<file path="src/rtl/piece_queue_if.sv">
// piece_queue_if: handshake and status bundle for the next-piece queue.
//   slave  modport (queue side)     : takes random, spawn_req, hold_req;
//                                     drives spawn_*, preview, queue_count, hold_*.
//   master modport (controller side): the mirror image.
// DEPTH must match the DEPTH of the attached piece_queue (sets preview width).
interface piece_queue_if #(
  parameter int unsigned DEPTH = 3
);
  logic [1:0]         random;
  logic               spawn_req;
  logic               hold_req;
  logic               spawn_ack;
  logic [1:0]         spawn_type;
  logic [15:0]        spawn_shape;
  logic [3:0]         spawn_x;
  logic [2*DEPTH-1:0] preview;
  logic [2:0]         queue_count;
  logic               hold_valid;
  logic [1:0]         hold_type;

  modport master (
    output random, spawn_req, hold_req,
    input  spawn_ack, spawn_type, spawn_shape, spawn_x,
           preview, queue_count, hold_valid, hold_type
  );

  modport slave (
    input  random, spawn_req, hold_req,
    output spawn_ack, spawn_type, spawn_shape, spawn_x,
           preview, queue_count, hold_valid, hold_type
  );
endinterface

</file>
<file path="src/rtl/piece_queue.sv">
// piece_queue: next-piece preview FIFO, spawner and hold slot.
//   clka       - system clock, rising edge
//   restart_n  - asynchronous active-low reset
//   pq (slave) - random/spawn_req/hold_req in; spawn_ack pulse with
//                spawn_type/spawn_shape/spawn_x, preview, queue_count,
//                hold_valid/hold_type out.
// FILL samples the generator into the tail until DEPTH entries are held,
// READY serves one spawn (pop) or one hold action, then refills.
module piece_queue #(
  parameter int unsigned DEPTH       = 3,
  parameter int unsigned SPAWN_COL   = 3,
  parameter bit          ANTI_REPEAT = 1'b1
) (
  input  logic         clka,
  input  logic         restart_n,
  piece_queue_if.slave pq
);

  typedef enum logic {FILL, READY} state_t;

  state_t      state;
  logic [1:0]  q [DEPTH];
  logic [2:0]  count;
  logic [1:0]  last_type;
  logic [1:0]  cur_type;
  logic        cur_valid;
  logic        hold_used;
  logic        reroll;

  logic        spawn_ack_r;
  logic [1:0]  spawn_type_r;
  logic [15:0] spawn_shape_r;
  logic        hold_valid_r;
  logic [1:0]  hold_type_r;

  logic        dup_skip;
  logic        spawn_go;
  logic        hold_ok;
  logic        hold_first;
  logic        hold_swap;
  logic        pop;

  function automatic logic [15:0] shape_of(input logic [1:0] t);
    logic [15:0] s;
    case (t)
      2'd0:    s = 16'h0F00;
      2'd1:    s = 16'h6600;
      2'd2:    s = 16'hE400;
      default: s = 16'h2E00;
    endcase
    return s;
  endfunction

  // A duplicate of the last enqueued piece costs one skipped cycle, once;
  // the following cycle always enqueues whatever the generator shows.
  assign dup_skip   = ANTI_REPEAT && (pq.random == last_type) &&
                      (count != 3'd0) && !reroll;
  assign spawn_go   = (state == READY) && pq.spawn_req;
  assign hold_ok    = (state == READY) && !pq.spawn_req && pq.hold_req &&
                      cur_valid && !hold_used;
  assign hold_first = hold_ok && !hold_valid_r;
  assign hold_swap  = hold_ok && hold_valid_r;
  assign pop        = spawn_go || hold_first;

  always_ff @(posedge clka or negedge restart_n) begin
    if (!restart_n) begin
      state         <= FILL;
      for (int unsigned i = 0; i < DEPTH; i++) q[i] <= '0;
      count         <= '0;
      last_type     <= '0;
      cur_type      <= '0;
      cur_valid     <= 1'b0;
      hold_used     <= 1'b0;
      reroll        <= 1'b0;
      spawn_ack_r   <= 1'b0;
      spawn_type_r  <= '0;
      spawn_shape_r <= '0;
      hold_valid_r  <= 1'b0;
      hold_type_r   <= '0;
    end else begin
      spawn_ack_r <= 1'b0;
      case (state)
        FILL: begin
          if (dup_skip) begin
            reroll <= 1'b1;
          end else begin
            for (int unsigned i = 0; i < DEPTH; i++)
              if (count == 3'(i)) q[i] <= pq.random;
            count     <= count + 3'd1;
            last_type <= pq.random;
            reroll    <= 1'b0;
            if (count + 3'd1 == 3'(DEPTH)) state <= READY;
          end
        end
        READY: begin
          if (pop) begin
            for (int unsigned i = 0; i + 1 < DEPTH; i++) q[i] <= q[i+1];
            q[DEPTH-1]    <= '0;
            count         <= 3'(DEPTH - 1);
            spawn_ack_r   <= 1'b1;
            spawn_type_r  <= q[0];
            spawn_shape_r <= shape_of(q[0]);
            cur_type      <= q[0];
            cur_valid     <= 1'b1;
            state         <= FILL;
            // A hold that empties into the slot still spawns from the queue,
            // but the new piece must not be holdable again before a real spawn.
            if (hold_first) begin
              hold_type_r  <= cur_type;
              hold_valid_r <= 1'b1;
              hold_used    <= 1'b1;
            end else begin
              hold_used    <= 1'b0;
            end
          end else if (hold_swap) begin
            spawn_ack_r   <= 1'b1;
            spawn_type_r  <= hold_type_r;
            spawn_shape_r <= shape_of(hold_type_r);
            hold_type_r   <= cur_type;
            cur_type      <= hold_type_r;
            hold_used     <= 1'b1;
          end
        end
        default: state <= FILL;
      endcase
    end
  end

  // Slots at or beyond count are forced to zero on the preview bus.
  always_comb begin
    pq.preview = '0;
    for (int unsigned i = 0; i < DEPTH; i++)
      if (3'(i) < count) pq.preview[2*i +: 2] = q[i];
  end

  assign pq.spawn_ack   = spawn_ack_r;
  assign pq.spawn_type  = spawn_type_r;
  assign pq.spawn_shape = spawn_shape_r;
  assign pq.spawn_x     = 4'(SPAWN_COL);
  assign pq.queue_count = count;
  assign pq.hold_valid  = hold_valid_r;
  assign pq.hold_type   = hold_type_r;

endmodule
</file>
<file path="src/flat_wrapper.sv">
// flat-port wrapper written by rule: the top's interface ports become plain ports
module piece_queue_flat 
#(
  parameter int unsigned DEPTH       = 3,
  parameter int unsigned SPAWN_COL   = 3,
  parameter bit          ANTI_REPEAT = 1'b1
)
  (clka, restart_n, pq_random, pq_spawn_req, pq_hold_req, pq_spawn_ack, pq_spawn_type, pq_spawn_shape, pq_spawn_x, pq_preview, pq_queue_count, pq_hold_valid, pq_hold_type);
  piece_queue_if #(.DEPTH(DEPTH)) pq_i ();
  input  logic clka;
  input  logic restart_n;
  input wire logic [$bits(pq_i.random)-1:0] pq_random;
  input wire logic [$bits(pq_i.spawn_req)-1:0] pq_spawn_req;
  input wire logic [$bits(pq_i.hold_req)-1:0] pq_hold_req;
  output wire logic [$bits(pq_i.spawn_ack)-1:0] pq_spawn_ack;
  output wire logic [$bits(pq_i.spawn_type)-1:0] pq_spawn_type;
  output wire logic [$bits(pq_i.spawn_shape)-1:0] pq_spawn_shape;
  output wire logic [$bits(pq_i.spawn_x)-1:0] pq_spawn_x;
  output wire logic [$bits(pq_i.preview)-1:0] pq_preview;
  output wire logic [$bits(pq_i.queue_count)-1:0] pq_queue_count;
  output wire logic [$bits(pq_i.hold_valid)-1:0] pq_hold_valid;
  output wire logic [$bits(pq_i.hold_type)-1:0] pq_hold_type;
  assign pq_i.random = pq_random;
  assign pq_i.spawn_req = pq_spawn_req;
  assign pq_i.hold_req = pq_hold_req;
  assign pq_spawn_ack = pq_i.spawn_ack;
  assign pq_spawn_type = pq_i.spawn_type;
  assign pq_spawn_shape = pq_i.spawn_shape;
  assign pq_spawn_x = pq_i.spawn_x;
  assign pq_preview = pq_i.preview;
  assign pq_queue_count = pq_i.queue_count;
  assign pq_hold_valid = pq_i.hold_valid;
  assign pq_hold_type = pq_i.hold_type;
  piece_queue #(.DEPTH(DEPTH), .SPAWN_COL(SPAWN_COL), .ANTI_REPEAT(ANTI_REPEAT)) u_core (.clka(clka), .restart_n(restart_n), .pq(pq_i));
endmodule
</file>
<file path="config.mk">
export PLATFORM = sky130hd
export DESIGN_NAME = piece_queue_flat
export DESIGN_NICKNAME = d
export VERILOG_FILES = /design/src/rtl/piece_queue_if.sv /design/src/rtl/piece_queue.sv /design/src/flat_wrapper.sv
export SDC_FILE = /design/constraint.sdc
export NUM_CORES = 1
export LEC_CHECK = 0
export CAP_MARGIN = 20
export CELL_PAD_IN_SITES_DETAIL_PLACEMENT = 1
export CELL_PAD_IN_SITES_GLOBAL_PLACEMENT = 1
export CORE_UTILIZATION = 35
export DETAILED_ROUTE_END_ITERATION = 6
export PLACE_DENSITY = 0.73
export SLEW_MARGIN = 20
export SYNTH_ARGS = -nofsm -noshare
export SYNTH_HDL_FRONTEND = slang
export SYNTH_SLANG_ARGS = --single-unit
</file>
<file path="constraint.sdc">
create_clock -name clka -period 3.7 [get_ports clka]
set_input_delay 0.37 -clock clka [delete_from_list [all_inputs] [get_ports clka]]
set_output_delay 0.37 -clock clka [all_outputs]
set_load 0.05 [all_outputs]
</file>
==> results.md, run 1 <==
* H-tree levels at 1
* WS Path Type: reg -> out
* CP Capture Type: primary output
* DPL Wire Length at ~2500 µm
* Max Clk Rate at 444.4 MHz
* DRT iter0 DRCs at 35
* Post-synthesis mux area share at 0.09133
* Req. time, crit path at 3330 ps
* Die ar. at 4854 µm²
* Crit start category: flip-flop
* WL met1 at roughly 1500 µm
* Post-Syn Instances at around 150
* Worst min-delay path class: in -> async
* Post-Syn Area per Cell at 10.41 µm²
* Final Skew at around 2.8 ps
* Inst Count DP at roughly 230
* GRT Total Usage at 0.1479
* # IOs at slightly above 40
* DR WL met2 at 1707 µm
* Synth Area in XOR/XNOR at 0.02654
* Max Used Layer: met4
* Actual slew at the worst max-slew pin at 581.8 ps
* Compound-cell area share of the yosys netlist at 0.1062
* WL final at 3366 µm
* Min Tclk post-route at about 2300 ps
* Buffer count from post-CTS setup fixing at 0
* Filler cells at between 400 and 500
* Post-CTS Hold Fix Bufs at 0
* Vias in the first global route at around 1,200
* Largest family of logic cells by synthesized area: simple AND/OR/NAND/NOR gates
* Core ar. at roughly 4400 µm²
* Synth Area in Simple Gates at 0.1460
* Starting density of the core at 0.3656
* FP Rows at 24
* Reg clk slew, reported paths at approximately 100 ps
* Total CTS buffers at 3
* Dominant cells by area after synthesis: dfrtp_1 (44%), ha_1 (8.6%), buf_4 (6.1%)
* Unique masters post-synth at 36
* Largest net degree at the start of global routing at 29
* Die height at ~70 µm
* Final nets at between 150 and 200
* Main synth FF type: dfrtp_1
* Vias per cell at 4.849
* # diodes at 0
* Residual DRC count at 0
* Most instantiated library cell after synthesis: dfrtp_1
* Die width at around 70 µm
* Wire per inst at around 15 µm
* Slew HR at 0.6113
* Area grow syn2layout at 19.28%
* LEAKAGE at 0.9070 nW
* Routability Congestion at roughly 0.86
* Clock sinks at 28
* Met3 wire len at 113 µm
* Area leader, netlist: dfrtp_1
* Fin crit share at 0.6082
* Yosys warning count at 0
* VDD IR max at 428.6 µV
* Critical path peak fanout at 9
* Mapped Area at 1603 µm²
* CTS resizes at 0
* Clk_lat worst skew at 270 ps
* Grt total ovfl at 0
* Synth top area share at 0.4372
* Proportion of layout cells with a drive suffix above 1 at 0.09444
* CP arrival at ~1900 ps
* ANT nets after route at 0
* Final Hold Vio Count at 0
* Final Instance Count excl. Fillers at 232
* Adder-cell share of the synthesized area at 0.08587
* Initial antenna violation count at 0
* Unrepaired setup endpoints after global routing: no
* Final max-slew violation count at 0
* TritonCTS clock tree: built
* DR vias at approximately 1,100
* Ys async rst share at 1.000
* Status: completed
* Root Driver: clkbuf_8
* PwrDens at 1012 nW/µm²
* PortBufs at 27
* Number of synthesized register bits at 28
* Pre-antenna DRT Iters at 4
* EDFF count, synth at 0
* Final number of setup-violating endpoints at 0
* Clk buf depth at 2
* Max-Cap Viols at 0
* Top cells by count, synth: dfrtp_1 (28), nand2_1 (21), buf_4 (13)
* First-pass GRT wire length at ~5700 µm
* Post-synthesis sequential area ratio at 0.4372
* Final setup TNS at 0 ps
[cell usage in the layout (no fill, tap or decap), types with 5 or more instances in the layout]
cell / netlist / layout
dfrtp_1: 28 / 28
clkdlybuf4s50_1: 0 / 27
nand2_1: 21 / 21
conb_1: 2 / 13
ha_1: 11 / 11
inv_1: 9 / 9
a21oi_1: 9 / 9
mux2i_1: 9 / 9
nor2_1: 8 / 8
nor2b_1: 5 / 5
[metal layers]
metal	track usage	up-vias
met5	0	-
met4	0.04667	0
met3	0.02762	6
met2	0.2600	29
met1	0.1828	549
li1	-	541
[per-stage QoR]
step / hold slack, ps / util / area (µm²) / worst slack, ps / total power [mW]
3_3_place_gp: 453.9 / 0.4235 / 1857 / 1672 / 1.726
3_5_place_dp: 458.5 / 0.4235 / 1857 / 1598 / 1.761
5_1_grt: 495.1 / 0.4361 / 1912 / 1330 / 2.065
6_report: 468.7 / 0.4361 / 1912 / 1450 / 1.935
2_1_floorplan: 74.41 / - / 1644 / 1654 / 1.414
4_1_cts: 482.1 / 0.4361 / 1912 / 1431 / 1.961
[state kept, by name (all words and copies together), names as in the netlist]
| register | count |
|---|---|
| u_core.pq.spawn_shape | 7 |
| u_core.q | 6 |
| u_core.pq.queue_count | 3 |
| u_core.cur_type | 2 |
| u_core.last_type | 2 |
| u_core.pq.hold_type | 2 |
| u_core.cur_valid | 1 |
| u_core.hold_used | 1 |
| u_core.pq.hold_valid | 1 |
| u_core.pq.spawn_ack | 1 |
| u_core.reroll | 1 |
| u_core.state | 1 |
[worst max-delay path, stage by stage, from the launching register on]
cell             delay [ps]
dfrtp_1                 540
nor2_1                  130
nor2b_1                 130
clkdlybuf4s50_1         810
[cell type report]
type | instances | area, µm² | share of cell area
inverter | 9 | 33.78 | 0.01767
clock buffer | 4 | 55.05 | 0.02880
tap | 52 | 65.06 | 0.03403
sequential | 28 | 700.7 | 0.3665
timing repair buffer | 28 | 277.8 | 0.1453
multi-input combinational | 111 | 779.5 | 0.4077
[final timing paths]
path | startpoint | endpoint | slack [ps] | depth (start not counted)
worst max-delay path | u_core.pq.queue_count[2] | pq_preview[2] | 1450 | 3
worst min-delay path | restart_n | u_core.pq.hold_type[0] | 470 | 2
worst max register to register | u_core.state | u_core.q[3] | 1760 | 4
worst min register to register | u_core.pq.spawn_shape[10] | u_core.pq.spawn_shape[10] | 470 | 1
max in group asynchronous | restart_n | u_core.hold_used | 2960 | 2
min in group clka | u_core.pq.spawn_shape[10] | u_core.pq.spawn_shape[10] | 470 | 1
[cells by family (layout without fill, tap and decap cells)]
family,Yosys count,after routing
AO/OA/AOI/OAI,25,25
XOR/XNOR,4,4
adder cells (fa/ha/maj),11,11
buffers and inverters,26,41
flip-flops,28,28
multiplexers,14,14
other,2,13
AND/OR/NAND/NOR,44,44
[power breakdown]
group	leakage, nW	total (mW)	switching (mW)	internal (mW)
Combinational	0.557	1.17	0.753	0.417
Clock	0.0288	0.192	0.0962	0.0953
Sequential	0.321	0.573	0.136	0.437
Total	0.907	1.94	0.985	0.950
(Power assumes the default switching activity.)
==> inputs of run 2 (changes only) <==
Clock period 3.7 ns to 2.2 ns, I/O delays scaled along.
==> run 2 against run 1 <==
Against the previous run: die area unchanged; first-iteration DRC count increased by 17%; via count decreased by 1.4%; sequential power increased by 63%; global-route usage increased by 0.56 points; clock power increased by 44%; critical path type unchanged.
==> results.md, run 2 (synthesized netlist as in run 1, its figures left out) <==
* Multi-input logic area at 779.5 µm² (unchanged)
* Status: completed (unchanged)
* CTS resizes at 0 (unchanged)
* Vias in the first global route at 1,198 (was 1,176)
* Min Tclk post-route at slightly above 2000 ps
* LEAKAGE at 0.9796 nW (was 0.9070 nW)
* Pre-CTS setup slack at 243.2 ps (was 1598 ps)
* Routability Congestion at 0.7484 (was 0.8606)
* PwrDens at 1661 nW/µm² (was 1012 nW/µm²)
* Worst min-delay path class: in -> async (unchanged)
* Vias per cell at 4.719 (was 4.849)
* Post-CTS Hold Fix Bufs at 0 (unchanged)
* Final max-slew violation count at 0 (unchanged)
* CP arrival at 1830 ps (was 1880 ps)
* # IOs at 41 (unchanged)
* Req. time, crit path at 1980 ps (was 3330 ps)
* Residual DRC count at 0 (unchanged)
* CP Capture Type: primary output (unchanged)
* VDD IR max at 591.9 µV (was 428.6 µV)
* WL final at 3438 µm (was 3366 µm)
* First-pass GRT wire length at 5927 µm (was 5747 µm)
* # diodes at 0 (unchanged)
* Root Driver: clkbuf_8 (unchanged)
* Flip-flop count of the largest register after layout at 7 (unchanged)
* Clk_lat worst skew at 270 ps (about the same)
* Reg clk slew, reported paths at 90 ps (was 100 ps)
* Die height at 69.67 µm (unchanged)
* Final nets at 202 (was 198)
* FP Rows at 24 (unchanged)
* Wire per inst at 14.63 µm (was 14.51 µm)
* Buffer count from post-CTS setup fixing at 0 (unchanged)
* DPL Wire Length at 2653 µm (was 2528 µm)
* Max Clk Rate at 487.2 MHz
* Grt total ovfl at 0 (unchanged)
* Unrepaired setup endpoints after global routing: no (unchanged)
* Proportion of layout cells with a drive suffix above 1 at 0.1093 (was 0.09444)
* Final setup TNS at 0 ps (unchanged)
* Slack of the critical path at 147.6 ps (was 1450 ps)
* Final number of setup-violating endpoints at 0 (unchanged)
* GRT Total Usage at 0.1535 (was 0.1479)
* TritonCTS clock tree: built (unchanged)
* Initial antenna violation count at 0 (unchanged)
* Final Hold Vio Count at 0 (unchanged)
* WS Path Type: reg -> out (unchanged)
* Area grow syn2layout at 20.92% (was 19.28%)
* Actual slew at the worst max-slew pin at 613.9 ps (was 581.8 ps)
* Filler cells at 500 (was 489)
* Largest net degree at the start of global routing at 29 (unchanged)
* Sequential cell area at 700.7 µm² (unchanged)
* Total CTS buffers at 3 (unchanged)
* Clk buf depth at 2 (unchanged)
* Max-Cap Viols at 0 (unchanged)
* Critical path peak fanout at 9 (unchanged)
* Commonest cells after routing, fill and taps aside: dfrtp_1 (28), clkdlybuf4s50_1 (23), nand2_1 (21) (was dfrtp_1 (28), clkdlybuf4s50_1 (27), nand2_1 (21))
* Die ar. at 4854 µm² (unchanged)
* DR vias at 1,109 (was 1,125)
* Slew HR at 0.5899 (was 0.6113)
* Pre-antenna DRT Iters at 3 (was 4)
* Fin crit share at 0.9329
* H-tree levels at 1 (unchanged)
* Commonest non-fill, non-tap cell in the layout: dfrtp_1 (unchanged)
* ANT nets after route at 0 (unchanged)
* Die width at 69.67 µm (unchanged)
* Crit start category: flip-flop (unchanged)
* DRT iter0 DRCs at 41 (was 35)
* Final Skew at 2.838 ps (was 2.846 ps)
* Starting density of the core at 0.3656 (unchanged)
* Clock sinks at 28 (unchanged)
* PortBufs at 27 (unchanged)
* Core ar. at 4384 µm² (unchanged)
## run 2: changes by cell type in the layout (fill, tap and decap cells not counted), sizes merged
cell | before | now
clkdlybuf4s50 | 27 | 23
dlymetal6s2s | 0 | 4
clkbuf | 4 | 3
buf | 1 | 5
## run 2: cell type report
type | count | area share
Sequential cell | 28 | 0.3615
Multi-Input combinational cell | 111 | 0.4022
Inverter | 9 | 0.01743
Timing Repair Buffer | 32 | 0.1640
Tap cell | 52 | 0.03357
Clock buffer | 3 | 0.02130
## run 2: worst paths after layout
path                                      startpoint                   endpoint  slack (ps)  cells past startpoint
min in group clka          u_core.pq.spawn_shape[10]  u_core.pq.spawn_shape[10]         480                      1
max in group asynchronous                  restart_n                u_core.q[3]        1600                      2
hold reg to reg            u_core.pq.spawn_shape[10]  u_core.pq.spawn_shape[10]         480                      1
setup reg to reg            u_core.pq.queue_count[0]                u_core.q[3]         300                      6
hold / removal                             restart_n     u_core.pq.hold_type[0]         330                      2
setup / recovery            u_core.pq.queue_count[2]              pq_preview[0]         150                      3
## run 2: per-stage QoR
step,total power [mW],hold WS [ps],instances,util,area (µm²)
after CTS,3.274,340.7,235,0.4398,1928
after detailed placement,2.990,463.4,232,0.4304,1887
final,3.220,326.5,235,0.4421,1938
after global routing,3.456,348.5,235,0.4421,1938
after floorplan,2.378,-75.59,165,-,1644
after global placement,2.922,454.0,232,0.4304,1887
## run 2: routing by layer
metal / routed length (µm) / track usage / part of all wire
met2: 1726 / 0.2600 / 0.50
met5: 0 / 0 / 0
met1: 1566 / 0.2082 / 0.46
met4: 12 / 0.03333 / 0.0035
met3: 132 / 0.02326 / 0.038
## run 2: critical path, cell delays in order, from the launching register on
cell and delay, ps:
dfrtp_1 540, nor3_1 110, nor2_1 100, clkdlybuf4s50_1 810
## run 2: power by group
part	switching, mW	internal, mW
Clock	0.154	0.123
Combinational	1.29	0.716
Sequential	0.200	0.735
Total	1.65	1.57
